`src/rtl/effect_sequencer_pkg.sv`:
```
// Shared constants, state encodings and small helpers for the effect sequencer.
package effect_sequencer_pkg;

    localparam int D_WIDTH    = 24;
    localparam int GAIN_WIDTH = 8;
    localparam int GAIN_STEP  = 8;
    localparam int RAMP_STEP  = 4;
    localparam int N_EFFECTS  = 4;
    localparam int UNITY      = 128;
    localparam int SHIFT      = 7;

    // Effect codes as seen on o_effect_sel.
    localparam logic [1:0] EFF_BYPASS = 2'd0;
    localparam logic [1:0] EFF_SWAP   = 2'd1;
    localparam logic [1:0] EFF_MONO   = 2'd2;
    localparam logic [1:0] EFF_LOCK   = 2'd3;

    // Sized copies of the numeric knobs, so arithmetic stays width-matched.
    localparam logic [GAIN_WIDTH-1:0] GAIN_MAX_V  = {GAIN_WIDTH{1'b1}};
    localparam logic [GAIN_WIDTH-1:0] GAIN_STEP_V = GAIN_WIDTH'(GAIN_STEP);
    localparam logic [GAIN_WIDTH-1:0] UNITY_V     = GAIN_WIDTH'(UNITY);
    localparam logic [GAIN_WIDTH-1:0] RAMP_STEP_V = GAIN_WIDTH'(RAMP_STEP);
    localparam logic [1:0]            LAST_EFF_V  = 2'(N_EFFECTS - 1);

    // One state per cycle of the per-frame pipeline.
    typedef enum logic [2:0] {
        FR_IDLE   = 3'd0,
        FR_CAP    = 3'd1,
        FR_MUL_LG = 3'd2,
        FR_MUL_RG = 3'd3,
        FR_MUL_LR = 3'd4,
        FR_MUL_RR = 3'd5,
        FR_OUT    = 3'd6
    } frame_state_t;

    // Fade controller states; advanced once per completed frame.
    typedef enum logic [1:0] {
        FD_RUN      = 2'd0,
        FD_FADE_OUT = 2'd1,
        FD_FADE_IN  = 2'd2
    } fade_state_t;

    // Average of two samples; the sum is formed one bit wider so it cannot wrap.
    function automatic logic [D_WIDTH-1:0] mono_avg(input logic [D_WIDTH-1:0] a,
                                                    input logic [D_WIDTH-1:0] b);
        logic signed [D_WIDTH:0] sum;
        sum = $signed({a[D_WIDTH-1], a}) + $signed({b[D_WIDTH-1], b});
        return D_WIDTH'(sum >>> 1);
    endfunction

endpackage

```
`src/rtl/effect_sequencer_sat_mul_shift.sv`:
```
// Signed sample times unsigned factor, arithmetic shift by SHIFT, clamp to
// the sample range. Shared by the gain and fade passes.
module sat_mul_shift
    import effect_sequencer_pkg::*;
#(
    parameter int DW = D_WIDTH,
    parameter int BW = GAIN_WIDTH
) (
    input  logic [DW-1:0] i_a,
    input  logic [BW-1:0] i_b,
    output logic [DW-1:0] o_y
);

    localparam int PW = DW + BW + 1;
    localparam logic signed [PW-1:0] MAX_V = {{(BW + 2){1'b0}}, {(DW - 1){1'b1}}};
    localparam logic signed [PW-1:0] MIN_V = {{(BW + 2){1'b1}}, {(DW - 1){1'b0}}};

    logic signed [PW-1:0] a_ext_s;
    logic signed [PW-1:0] b_ext_s;
    logic signed [PW-1:0] prod_s;
    logic signed [PW-1:0] shifted_s;

    // Multiply with the factor zero-extended, shift, then saturate.
    always_comb begin
        a_ext_s   = PW'($signed(i_a));
        b_ext_s   = PW'($signed({1'b0, i_b}));
        prod_s    = a_ext_s * b_ext_s;
        shifted_s = prod_s >>> SHIFT;
        if (shifted_s > MAX_V) begin
            o_y = MAX_V[DW-1:0];
        end else if (shifted_s < MIN_V) begin
            o_y = MIN_V[DW-1:0];
        end else begin
            o_y = shifted_s[DW-1:0];
        end
    end

endmodule

```
`src/rtl/effect_sequencer.sv`:
```
// Per-frame effect controller: effect mapping, gain and fade ramp through one
// shared multiplier, and a fade-out/switch/fade-in sequence on effect change.
module effect_sequencer
    import effect_sequencer_pkg::*;
(
    input  logic                  clk,
    input  logic                  reset_n,
    input  logic                  i_frame_strobe,
    input  logic [D_WIDTH-1:0]    i_l_data,
    input  logic [D_WIDTH-1:0]    i_r_data,
    input  logic                  i_next_effect,
    input  logic                  i_gain_up,
    input  logic                  i_gain_down,
    output logic [D_WIDTH-1:0]    o_l_data,
    output logic [D_WIDTH-1:0]    o_r_data,
    output logic                  o_valid,
    output logic [1:0]            o_effect_sel,
    output logic [GAIN_WIDTH-1:0] o_gain,
    output logic                  o_busy,
    output logic                  o_overrun
);

    frame_state_t          state_q, state_d;
    fade_state_t           fade_q, fade_d;
    logic [D_WIDTH-1:0]    l_q, l_d, r_q, r_d;
    logic [D_WIDTH-1:0]    o_l_q, o_l_d, o_r_q, o_r_d;
    logic                  valid_q, valid_d;
    logic                  overrun_q, overrun_d;
    logic [1:0]            effect_q, effect_d;
    logic [GAIN_WIDTH-1:0] gain_q, gain_d;
    logic [GAIN_WIDTH-1:0] ramp_q, ramp_d;
    logic                  pending_q, pending_d;
    logic                  next_prev_q, next_prev_d;
    logic                  up_prev_q, up_prev_d;
    logic                  dn_prev_q, dn_prev_d;

    logic                  next_edge_s, up_edge_s, dn_edge_s;
    logic [D_WIDTH-1:0]    mul_a_s, mul_y_s;
    logic [GAIN_WIDTH-1:0] mul_b_s;
    logic [GAIN_WIDTH-1:0] ramp_dn_s, ramp_up_s;

    assign next_edge_s = i_next_effect & ~next_prev_q;
    assign up_edge_s   = i_gain_up & ~up_prev_q;
    assign dn_edge_s   = i_gain_down & ~dn_prev_q;

    // Operand select for the shared multiplier, one pass per MUL state.
    always_comb begin
        mul_a_s = l_q;
        mul_b_s = gain_q;
        case (state_q)
            FR_MUL_LG: begin mul_a_s = l_q; mul_b_s = gain_q; end
            FR_MUL_RG: begin mul_a_s = r_q; mul_b_s = gain_q; end
            FR_MUL_LR: begin mul_a_s = l_q; mul_b_s = ramp_q; end
            FR_MUL_RR: begin mul_a_s = r_q; mul_b_s = ramp_q; end
            default:   begin mul_a_s = l_q; mul_b_s = gain_q; end
        endcase
    end

    sat_mul_shift #(
        .DW (D_WIDTH),
        .BW (GAIN_WIDTH)
    ) u_mul (
        .i_a (mul_a_s),
        .i_b (mul_b_s),
        .o_y (mul_y_s)
    );

    // Saturating one-step moves of the fade factor.
    always_comb begin
        if (ramp_q > RAMP_STEP_V) begin
            ramp_dn_s = ramp_q - RAMP_STEP_V;
        end else begin
            ramp_dn_s = '0;
        end
        if (ramp_q >= (UNITY_V - RAMP_STEP_V)) begin
            ramp_up_s = UNITY_V;
        end else begin
            ramp_up_s = ramp_q + RAMP_STEP_V;
        end
    end

    // Next-state logic: frame pipeline, fade sequence, gain buttons.
    always_comb begin
        state_d     = state_q;
        fade_d      = fade_q;
        l_d         = l_q;
        r_d         = r_q;
        o_l_d       = o_l_q;
        o_r_d       = o_r_q;
        valid_d     = 1'b0;
        overrun_d   = 1'b0;
        effect_d    = effect_q;
        gain_d      = gain_q;
        ramp_d      = ramp_q;
        pending_d   = pending_q;
        next_prev_d = i_next_effect;
        up_prev_d   = i_gain_up;
        dn_prev_d   = i_gain_down;

        // Gain buttons act at once; opposing edges cancel; locked in EFF_LOCK.
        if (effect_q != EFF_LOCK && up_edge_s && !dn_edge_s) begin
            if (gain_q > (GAIN_MAX_V - GAIN_STEP_V)) begin
                gain_d = GAIN_MAX_V;
            end else begin
                gain_d = gain_q + GAIN_STEP_V;
            end
        end else if (effect_q != EFF_LOCK && dn_edge_s && !up_edge_s) begin
            if (gain_q < GAIN_STEP_V) begin
                gain_d = '0;
            end else begin
                gain_d = gain_q - GAIN_STEP_V;
            end
        end else begin
            gain_d = gain_q;
        end

        // Effect requests are only remembered while not already fading.
        if (fade_q == FD_RUN && next_edge_s) begin
            pending_d = 1'b1;
        end else begin
            pending_d = pending_q;
        end

        // A strobe that cannot be accepted is flagged and dropped.
        if (state_q != FR_IDLE && i_frame_strobe) begin
            overrun_d = 1'b1;
        end else begin
            overrun_d = 1'b0;
        end

        case (state_q)
            FR_IDLE: begin
                if (i_frame_strobe) begin
                    state_d = FR_CAP;
                    case (effect_q)
                        EFF_SWAP: begin
                            l_d = i_r_data;
                            r_d = i_l_data;
                        end
                        EFF_MONO: begin
                            l_d = mono_avg(i_l_data, i_r_data);
                            r_d = mono_avg(i_l_data, i_r_data);
                        end
                        default: begin
                            l_d = i_l_data;
                            r_d = i_r_data;
                        end
                    endcase
                end else begin
                    state_d = FR_IDLE;
                end
            end
            FR_CAP:    state_d = FR_MUL_LG;
            FR_MUL_LG: begin l_d = mul_y_s; state_d = FR_MUL_RG; end
            FR_MUL_RG: begin r_d = mul_y_s; state_d = FR_MUL_LR; end
            FR_MUL_LR: begin l_d = mul_y_s; state_d = FR_MUL_RR; end
            FR_MUL_RR: begin r_d = mul_y_s; state_d = FR_OUT;    end
            FR_OUT: begin
                state_d = FR_IDLE;
                o_l_d   = l_q;
                o_r_d   = r_q;
                valid_d = 1'b1;
                // Fade factor moves once per delivered frame.
                case (fade_q)
                    FD_RUN, FD_FADE_OUT: begin
                        if (fade_q == FD_FADE_OUT || pending_q) begin
                            if (fade_q == FD_RUN) begin
                                pending_d = 1'b0;
                            end else begin
                                pending_d = pending_q;
                            end
                            ramp_d = ramp_dn_s;
                            if (ramp_dn_s == '0) begin
                                effect_d = (effect_q == LAST_EFF_V) ? 2'd0 : effect_q + 2'd1;
                                fade_d   = FD_FADE_IN;
                            end else begin
                                fade_d   = FD_FADE_OUT;
                            end
                        end else begin
                            fade_d = FD_RUN;
                        end
                    end
                    FD_FADE_IN: begin
                        ramp_d = ramp_up_s;
                        if (ramp_up_s == UNITY_V) begin
                            fade_d = FD_RUN;
                        end else begin
                            fade_d = FD_FADE_IN;
                        end
                    end
                    default: fade_d = FD_RUN;
                endcase
            end
            default: state_d = FR_IDLE;
        endcase
    end

    // State registers with synchronous active-low reset.
    always_ff @(posedge clk) begin
        if (!reset_n) begin
            state_q     <= FR_IDLE;
            fade_q      <= FD_RUN;
            l_q         <= '0;
            r_q         <= '0;
            o_l_q       <= '0;
            o_r_q       <= '0;
            valid_q     <= 1'b0;
            overrun_q   <= 1'b0;
            effect_q    <= EFF_BYPASS;
            gain_q      <= UNITY_V;
            ramp_q      <= UNITY_V;
            pending_q   <= 1'b0;
            next_prev_q <= 1'b0;
            up_prev_q   <= 1'b0;
            dn_prev_q   <= 1'b0;
        end else begin
            state_q     <= state_d;
            fade_q      <= fade_d;
            l_q         <= l_d;
            r_q         <= r_d;
            o_l_q       <= o_l_d;
            o_r_q       <= o_r_d;
            valid_q     <= valid_d;
            overrun_q   <= overrun_d;
            effect_q    <= effect_d;
            gain_q      <= gain_d;
            ramp_q      <= ramp_d;
            pending_q   <= pending_d;
            next_prev_q <= next_prev_d;
            up_prev_q   <= up_prev_d;
            dn_prev_q   <= dn_prev_d;
        end
    end

    assign o_l_data     = o_l_q;
    assign o_r_data     = o_r_q;
    assign o_valid      = valid_q;
    assign o_overrun    = overrun_q;
    assign o_effect_sel = effect_q;
    assign o_gain       = gain_q;
    assign o_busy       = (state_q != FR_IDLE);

endmodule

```
`config.mk`:
```
export PLATFORM = sky130hd
export DESIGN_NAME = effect_sequencer
export DESIGN_NICKNAME = d
export VERILOG_FILES = /design/src/rtl/effect_sequencer_pkg.sv /design/src/rtl/effect_sequencer_sat_mul_shift.sv /design/src/rtl/effect_sequencer.sv
export SDC_FILE = /design/constraint.sdc
export NUM_CORES = 1
export LEC_CHECK = 0
export BUFFER_PORTS_ARGS = -buffer_cell sky130_fd_sc_hd__buf_2
export CAP_MARGIN = 20
export CELL_PAD_IN_SITES_DETAIL_PLACEMENT = 0
export CELL_PAD_IN_SITES_GLOBAL_PLACEMENT = 1
export CORE_MARGIN = 2
export CORE_UTILIZATION = 50
export CTS_CLUSTER_SIZE = 14
export DETAILED_ROUTE_END_ITERATION = 10
export PLACE_DENSITY_LB_ADDON = 0.1
export SLEW_MARGIN = 20
export SYNTH_ARGS = -nofsm -noshare
export SYNTH_HDL_FRONTEND = slang
export SYNTH_HIERARCHICAL = 1
export SYNTH_SLANG_ARGS = --single-unit
```
`constraint.sdc`:
```
create_clock -name clk -period 12.6 [get_ports clk]
set_input_delay 1.26 -clock clk [delete_from_list [all_inputs] [get_ports clk]]
set_output_delay 1.26 -clock clk [all_outputs]
set_load 0.01 [all_outputs]
```
# [Word-level counts from Yosys, hierarchy flattened]
# Index checks and enable logic that the tools add are counted.
[classes] n_addsub=6 n_mul=1 magnitude_cmp=6 eq_ne=16 muxes=32 bitwise=6 n_reduce_logical=25
[ops] operator="one-hot mux 24 bit (2 select lines)" n=4
[ops] operator="2-to-1 mux 24 bit" n=5
[ops] operator="2-to-1 mux 8 bit" n=8
[ops] operator="multiplier 24 x 9 -> 33 bit" n=1
[ops] operator="> comparator 26 x 24 -> 1 bit (second input constant)" n=1
[ops] operator="< comparator 26 x 24 -> 1 bit (second input constant)" n=1
[ops] operator="adder 24 x 24 -> 25 bit" n=1
[ops] operator="one-hot mux 3 bit (6 select lines)" n=1
[ops] operator="one-hot mux 8 bit (2 select lines)" n=1
[ops] operator="equality test 3 bit (second input constant)" n=3
[ops] operator="adder 8 x 3 -> 8 bit (second input constant)" n=1
[ops] operator="adder 8 x 4 -> 8 bit (second input constant)" n=1
[ops] operator="equality test 8 bit (second input constant)" n=1
[ops] operator="greater-or-equal comparator 8 x 7 -> 1 bit (second input constant)" n=1
[ops] operator="> comparator 8 x 3 -> 1 bit (second input constant)" n=1
[ops] operator="> comparator 8 bit (second input constant)" n=1
[ops] operator="zero test 8 bit" n=1
[ops] operator="< comparator 8 x 4 -> 1 bit (second input constant)" n=1
[ops] operator="2-to-1 mux 1 bit" n=8
[ops] operator="2-to-1 mux 2 bit" n=4
[ops] operator="nonzero test 2 bit" n=4
[ops] operator="OR reduction 2 bit" n=4
[ops] operator="subtractor 8 x 3 -> 8 bit (second input constant)" n=1
[ops] operator="subtractor 8 x 4 -> 8 bit (second input constant)" n=1
[ops] operator="19 further kinds" n=36
[totals] reg_bits=125 in_bits=54 output_inout_bits=61 wordCells=107

# [Longest topological paths before layout]
# Gate-level depths: netlist of run 1.
[logic_depth] depth_word=8 ltp_mapped=32 depth_no_buf=27

# [Cells and area by module]
# Netlist of run 1, hierarchy kept.
[by_module_without_submodules] mod="effect_sequencer" instances=1 cells_per_inst=1076 area_per_inst_um2=7988.9 seq_area_each_um2=2462.4
[by_module_without_submodules] mod="sat_mul_shift" instances=1 cells_per_inst=865 area_per_inst_um2=6993.0 seq_area_each_um2=0.0

# [Least setup slack after synthesis of run 1]
# OpenSTA, ideal clock, no wires.
[synth_path] path_kind="reg2reg" startpoint="reg state_q[1]" endpoint="reg r_q[20]" setup_time_ps=116 arrival_ps=6722 required_ps=12484 setup_slack_ps=5762 path_stages_with_launch=31 path_buffers=4 period_less_slack_ps=6838 path_cell_list="dfxtp_1 > buf_2 > xor2_1 > and2_1 > buf_2 > buf_2 > nand2_1 > nand2_1 > and2_1 > fa_1 > inv_1 > fa_1 > inv_1 > fa_1 > inv_1 > fa_1 > inv_1 > ha_1 > and3_1 > and2_1 > a221oi_1 > nand2b_1 > o31ai_1 > a31oi_1 > o21ai_1 > buf_2 > o21ai_1 > a22oi_1 > nor2b_1 > a211o_1 > o22a_2"
[synth_via] elab_chain_len=8 word_cells_on_any_way=17 cone_classes="mul: 1; order compare: 2; eq/ne: 4; mux: 5; reduce/logical: 5"
[synth_lines] item="start: declaration" line_no="effect_sequencer.sv:23" rtl="frame_state_t state_q, state_d;"
[synth_lines] item="start signal: assignment" line_no="effect_sequencer.sv:217" rtl="state_q <= state_d;"
[synth_lines] item="equality test 3 bit / equality test 3 x 2 -> 1 bit (equally long branches)" line_no="effect_sequencer.sv:50" rtl="case (state_q)"
[synth_lines] item="OR reduction 2 bit (no line) (*)"
[synth_lines] item="2-to-1 mux 24 bit (*)" line_no="effect_sequencer.sv:50"
[synth_lines] item="net mul_a_s[23]" line_no="effect_sequencer.sv:38" rtl="logic [D_WIDTH-1:0] mul_a_s, mul_y_s;"
[synth_lines] item="multiplier 24 x 9 -> 33 bit (*)" line_no="effect_sequencer_sat_mul_shift.sv:27" rtl="prod_s = a_ext_s * b_ext_s;"
[synth_lines] item="< comparator 26 x 24 -> 1 bit" line_no="effect_sequencer_sat_mul_shift.sv:31" rtl="end else if (shifted_s < MIN_V) begin"
[synth_lines] item="2-to-1 mux 24 bit" line_no="effect_sequencer_sat_mul_shift.sv:31"
[synth_lines] item="2-to-1 mux 24 bit (*)" line_no="effect_sequencer_sat_mul_shift.sv:29" rtl="if (shifted_s > MAX_V) begin"
[synth_lines] item="net mul_y_s[20]" line_no="effect_sequencer.sv:38"
[synth_lines] item="one-hot mux 24 bit (2 select lines) (*)" line_no="effect_sequencer.sv:131" rtl="case (state_q)"
[synth_lines] item="end signal: assignment" line_no="effect_sequencer.sv:220" rtl="r_q <= r_d;"
[synth_lines] item="end: declaration" line_no="effect_sequencer.sv:25" rtl="logic [D_WIDTH-1:0] l_q, l_d, r_q, r_d;"
# The timed path passes the listed nets; every way through them passes the cells marked *.
# A chain may end at the register's enable or synchronous reset.

# [Worst setup path after layout of run 1]
[layout_path] startpoint="reg state_q[1]" endpoint="reg l_q[21]"
[layout_via] elab_chain_len=8 word_cells_on_any_way=19 cone_classes="mul: 1; order compare: 2; eq/ne: 5; mux: 5; reduce/logical: 6"
[layout_lines] item="equality test 3 bit / equality test 3 x 2 -> 1 bit (equally long branches)" line_no="effect_sequencer.sv:50"
[layout_lines] item="OR reduction 2 bit (no line) (*)"
[layout_lines] item="2-to-1 mux 24 bit (*)" line_no="effect_sequencer.sv:50"
[layout_lines] item="net mul_a_s[23]" line_no="effect_sequencer.sv:38"
[layout_lines] item="multiplier 24 x 9 -> 33 bit (*)" line_no="effect_sequencer_sat_mul_shift.sv:27"
[layout_lines] item="< comparator 26 x 24 -> 1 bit" line_no="effect_sequencer_sat_mul_shift.sv:31"
[layout_lines] item="2-to-1 mux 24 bit" line_no="effect_sequencer_sat_mul_shift.sv:31"
[layout_lines] item="2-to-1 mux 24 bit (*)" line_no="effect_sequencer_sat_mul_shift.sv:29"
[layout_lines] item="net mul_y_s[21]" line_no="effect_sequencer.sv:38"
[layout_lines] item="one-hot mux 24 bit (2 select lines) (*)" line_no="effect_sequencer.sv:131"
[layout_lines] item="end signal: assignment" line_no="effect_sequencer.sv:219" rtl="l_q <= l_d;"
[layout_lines] item="end: declaration" line_no="effect_sequencer.sv:25"
# Marks and branches as above.

==> results_dict.tcl, run 1 <==
set metrics [dict create \
    maxCapViolations 0 \
    r2r_setup_slack_ps 4640 \
    grt_pass1_wl_um 74400 \
    fp-row-count 63 \
    wire_per_inst_um 19.8 \
    cts.sinks 123 \
    drc 0 \
    yosys_warnings 6 \
    worstHoldStart "o_r_data[19]" \
    irDropWorstVdd_uv 98.0 \
    cts_resized 0 \
    nNetsFinal 2277 \
    crit_required_ps 12960 \
    syn_inst 1941 \
    path_clk_slew_ps 60 \
    cts_tree "done" \
    crit_top_cell "inv_1" \
    arrival_ps 8320 \
    hold_slack_ps 461 \
    place.gp.congestion 0.926 \
    antennaDiodeCount 0 \
    clk_latency_ps 440 \
    synth_cell_types 84 \
    rsz0062_at_grt "false" \
    fillers 2961 \
    dp_hpwl_um 37000 \
    setup-tns-final_ps 0 \
    criticalPathCategory "register to register" \
    ys_ff_latch 123 \
    hold_path_depth 2 \
    ys_seq_area_share_pct 16.4 \
    min_period_ps 7960 \
    synth_top_flop_cell "dfxtp_1" \
    grt-ovfl-total 0 \
    dpl_worst_slack_ps 4690 \
    grt_use_total_pct 30.6 \
    synth_area_mm2 0.0150 \
    timing.final.ws_setup_ps 4640 \
    die_x_um 177 \
    p_per_area_mw_per_mm2 114 \
    viasPerCell 5.88 \
    placed_cells 2351 \
    outcome "complete, no violations" \
    finalSetupViolCount 0 \
    slowest_stage "and2_2" \
    worst_slew_pin_slew_ps 1030 \
    p_leak_nw 7.61 \
    r2r-start "state_q[1]" \
    ant_nets 0 \
    timing.fmax_ghz 0.126 \
    yosys.area.top_type "fa_1" \
    place_area_mm2 0.0157 \
    cts_root_buf "clkbuf_16" \
    stdcell_count 2383 \
    reg2regPathDepth 28 \
    post-route-period-util_pct 63.2 \
    relSlewSlack_pct 31.5 \
    final_area_mm2 0.0163 \
    crit_path_end_kind "register" \
    num_io_pins 115 \
    drive_gt1_share_pct 9.93 \
    grt_start_max_net_pins 76 \
    antenna_found_initial 0 \
    fin_worst_skew_ps 16.6 \
    min_to "o_r_data[19]" \
    cts_hold_buf 0 \
    ys_top_cells_by_area "fa_1 20%, dfxtp_1 16%, nand2_1 9.3%" \
    drt_iter0_markers 1310 \
    async_reset_ff_share_pct 0 \
    hp-class "register to register" \
    yosysTopAreaCellShare_pct 20.0 \
    cts_buffers 17 \
    wirelength_um 47300 \
    maxSlewViolCount 0 \
    syn-num-nets 2238 \
    grt_pass1_vias 13200 \
    synth_edf_count 0 \
    layout.cells.most_common_list "370 x nand2_1, 246 x inv_1, 150 x fa_1, 123 x dfxtp_1, 113 x buf_2" \
    core-area_mm2 0.0296 \
    crit_path_max_fanout 49 \
    hold_violations 0 \
    die_area_mm2 0.0314 \
    reg2reg_to "l_q[21]" \
    area_growth_syn_to_layout_pct 9.10 \
    max_stage_delay_ps 890 \
    final_common_cell "nand2_1" \
    cts_buffer_depth 2 \
    startpoint_type "register" \
    die_h_um 177 \
    numPortBuffers 114 \
    syn-mean-instance-area_um2 7.72 \
    cts_setup_buffers 0 \
    vias 14000 \
    firstDrtPassIters 6 \
    start_util_pct 50.7 \
    htree_levels 4 \
]
[power by group]
group,internal (mW),leakage (nW),switching (mW),total (mW)
Clock,0.320,0.303,0.200,0.520
Combinational,0.295,6.30,0.578,0.873
Sequential,0.421,1.00,0.0476,0.469
[worst max-delay path, delay by kind of cell (launching register included)]
family          cells  cell delay [ps]
fa+ha+maj           5             2300
simple gates        7             1970
compound gates      8             1870
buf+inv             6              730
flops               1              460
xor+xnor            1              300
mux                 1              240
[routing by layer]
metal | global-route usage, % | share of wire [%]
met5 | 0 | 0
met4 | 8.13 | 2.2
met3 | 3.59 | 5.9
met2 | 48.4 | 46
met1 | 44.2 | 46
[logic make-up (layout without fill, tap and decap cells)]
family	after synthesis	in the layout	synth area share (%)
AOI/OAI and AO/OA	487	487	22.1
xor gates and xnor gates	42	42	2.46
adders and majority gates	243	243	27.8
buffers and inverters	359	411	9.22
DFF	123	123	16.4
muxes	6	6	0.426
and+or+nand+nor	681	681	21.5
[flip-flops by register name, indices dropped and copies added (netlist names), 2 cells and up]
| signal | count |
|---|---|
| r_q | 24 |
| o_r_data | 24 |
| ramp_q | 8 |
| o_effect_sel | 2 |
| o_l_data | 24 |
| fade_q | 2 |
| state_q | 3 |
| o_gain | 6 |
| l_q | 24 |
[worst max-delay path by stage]
stage	from	to	cells past startpoint
floorplan	state_q[1]	r_q[20]	30
global placement	state_q[1]	l_q[21]	28
detailed placement	state_q[1]	l_q[21]	28
CTS	state_q[1]	l_q[21]	28
global route	state_q[1]	l_q[21]	28
finish	state_q[1]	l_q[21]	28
[through the flow]
step	utilization [%]	power (mW)
final	55.3	1.86
after global routing	55.3	1.98
after CTS	55.3	1.86
after detailed placement	53.2	1.34
after global placement	53.2	1.33
after floorplan	-	1.07
[cell type report]
type / count / area [µm²] / area share [%]
multi-input combinational: 1459 / 11100 / 68.2
sequential: 123 / 2460 / 15.1
tap: 390 / 488 / 2.99
clock inverter: 14 / 181 / 1.11
timing repair buffer: 131 / 701 / 4.29
clock buffer: 18 / 439 / 2.69
inverter: 248 / 931 / 5.70
[cell usage after synthesis (6+ instances only)]
library cell and instances:
ha_1 93, nand4_1 14, fa_1 150, nor3_1 16, a21boi_0 55, a211oi_1 14
nor2_1 61, xnor2_1 22, o21ai_0 92, a21o_1 9, a22o_1 7, a211o_1 7
nand2b_1 10, dfxtp_1 123, nor2b_1 16, o211a_1 10, and2_1 111, or3_1 10
nand2_1 370, a221o_1 13, and3_1 10, buf_1 6, a221oi_1 11, o21a_1 10
buf_2 18, o221ai_1 13, inv_1 246, a21oi_1 96, nand3_1 26, a22oi_1 20
nand3b_1 9, xor2_1 20, clkbuf_1 84, o211ai_1 25, o21ai_1 28, o31ai_1 9
a31oi_1 22
(Power assumes the default switching activity.)
==> run 2, diff against run 1 <==
Settings changed: CORE_UTILIZATION 50 to 47.
Clock period 12.6 ns to 7.4 ns, I/O delays scaled along.
==> results_dict.tcl, run 2 (synthesized netlist as in run 1, its figures left out) <==
set metrics [dict create \
    antenna_found_initial 0 \
    dr.max_layer_used "met4" \
    grt_pass1_wl_um 76700 \
    finalSetupViolCount 0 \
    numPortBuffers 114 \
    vias 14000 \
    firstDrtPassIters 6 \
    grt_use_total_pct 29.7 \
    maxCapViolations 0 \
    final_common_cell "nand2_1" \
    start_util_pct 47.6 \
    maxSlewViolCount 0 \
    path_clk_slew_ps 70 \
    drt_iter0_markers 1170 \
    layout.cells.most_common_list "357 x nand2_1, 246 x inv_1, 150 x fa_1, 123 x dfxtp_1, 113 x buf_2" \
    place.gp.congestion 0.940 \
    cts_buffers 17 \
    r2r-start "state_q[2]" \
    relSlewSlack_pct 24.6 \
    num_io_pins 115 \
    path_buf_inv 4 \
    cts.sinks 123 \
    die_h_um 183 \
    criticalPathCategory "register to register" \
    die_x_um 183 \
    grt_pass1_vias 13600 \
    hp-class "register to register" \
    p_per_area_mw_per_mm2 194 \
    htree_levels 4 \
    cts_buffer_depth 2 \
    die_area_mm2 0.0333 \
    crit_path_max_fanout 11 \
    worstHoldStart "o_r_data[4]" \
    wl_met2_um 22400 \
    startpoint_type "register" \
    core-area_mm2 0.0315 \
    max_stage_delay_ps 560 \
    crit_path_end_kind "register" \
    min_period_ps 7020 \
    ant_nets 0 \
    hold_violations 0 \
    finalPower_mw 3.23 \
    grt-ovfl-total 0 \
    wl_met1_um 21900 \
    nNetsFinal 2302 \
    wl_met3_um 3230 \
    cts_tree "done" \
    wire_per_inst_um 20.1 \
    irDropWorstVdd_uv 185 \
    worst_slew_pin_slew_ps 1130 \
    crit_top_cell "fa_1" \
    timing.fmax_ghz 0.142 \
    fp-row-count 65 \
    arrival_ps 7350 \
    outcome "complete, no violations" \
    fin_worst_skew_ps 18.9 \
    clk_latency_ps 440 \
    viasPerCell 5.80 \
    r2r_setup_slack_ps 380 \
    grt_start_max_net_pins 70 \
    place_area_mm2 0.0159 \
    slowest_stage "fa_1" \
    drc 0 \
    crit_required_ps 7730 \
    wirelength_um 48600 \
    post-route-period-util_pct 94.9 \
    startpoint "state_q[2]" \
    final_area_mm2 0.0167 \
    drive_gt1_share_pct 11.9 \
    cts_root_buf "clkbuf_16" \
    area_growth_syn_to_layout_pct 11.3 \
    cpLargestDelayFamily "adder cells" \
    p_leak_nw 7.74 \
    dp_hpwl_um 37900 \
]
==> run 2: cell type report <==
class,instances,area (µm²)
diodes,1,2.50
clock buffers,19,453
clock inverters,12,164
fillers,3104,14800
inverters,248,931
multi-input cells,1459,11200
flip-flops and latches,123,2460
well taps,402,503
repair buffers,156,921
==> run 2: report_power, final <==
part           switching, mW  internal, mW
sequential            0.0697         0.718
clock                  0.338         0.549
combinational           1.01         0.544
total                   1.42          1.81
==> run 2: worst min-delay path: cells and delay by family (launching register included) <==
kind,cells,cell delay [ps]
flip-flops,1,310
AO/OA/AOI/OAI,1,60
AND/OR/NAND/NOR,1,40
==> run 2: final timing paths <==
path	cells past startpoint	endpoint
worst min register to register	2	o_r_data[4]
worst min-delay path	2	o_r_data[4]
worst max-delay path	26	r_q[20]
worst max register to register	26	r_q[20]
==> run 2: repair_timing <==
item,CTS,global route
setup endpoints to repair,0,39
resized for setup,0,27
hold endpoints to repair,0,0
setup buffers,0,3
hold buffers,0,0
==> run 2: per-layer routing <==
layer | global-route usage (%) | vias up
met4 | 7.48 | 0
met5 | 0 | -
li1 | - | 6629
met3 | 3.85 | 63
met2 | 47.3 | 518
met1 | 42.6 | 6832
==> run 2: per-stage QoR <==
| stage | util (%) | setup slack [ps] | instances | hold WS, ps | TNS [ps] |
|---|---|---|---|---|---|
| 6_report | 53.0 | 379 | 2420 | 462 | 0 |
| 3_3_place_gp | 50.6 | 288 | 2385 | 451 | 0 |
| 2_1_floorplan | - | 562 | 1941 | 438 | 0 |
| 3_5_place_dp | 50.6 | 110 | 2385 | 455 | 0 |
| 5_1_grt | 53.0 | -12.3 | 2419 | 489 | -12.3 |
| 4_1_cts | 52.6 | 80.9 | 2416 | 463 | 0 |
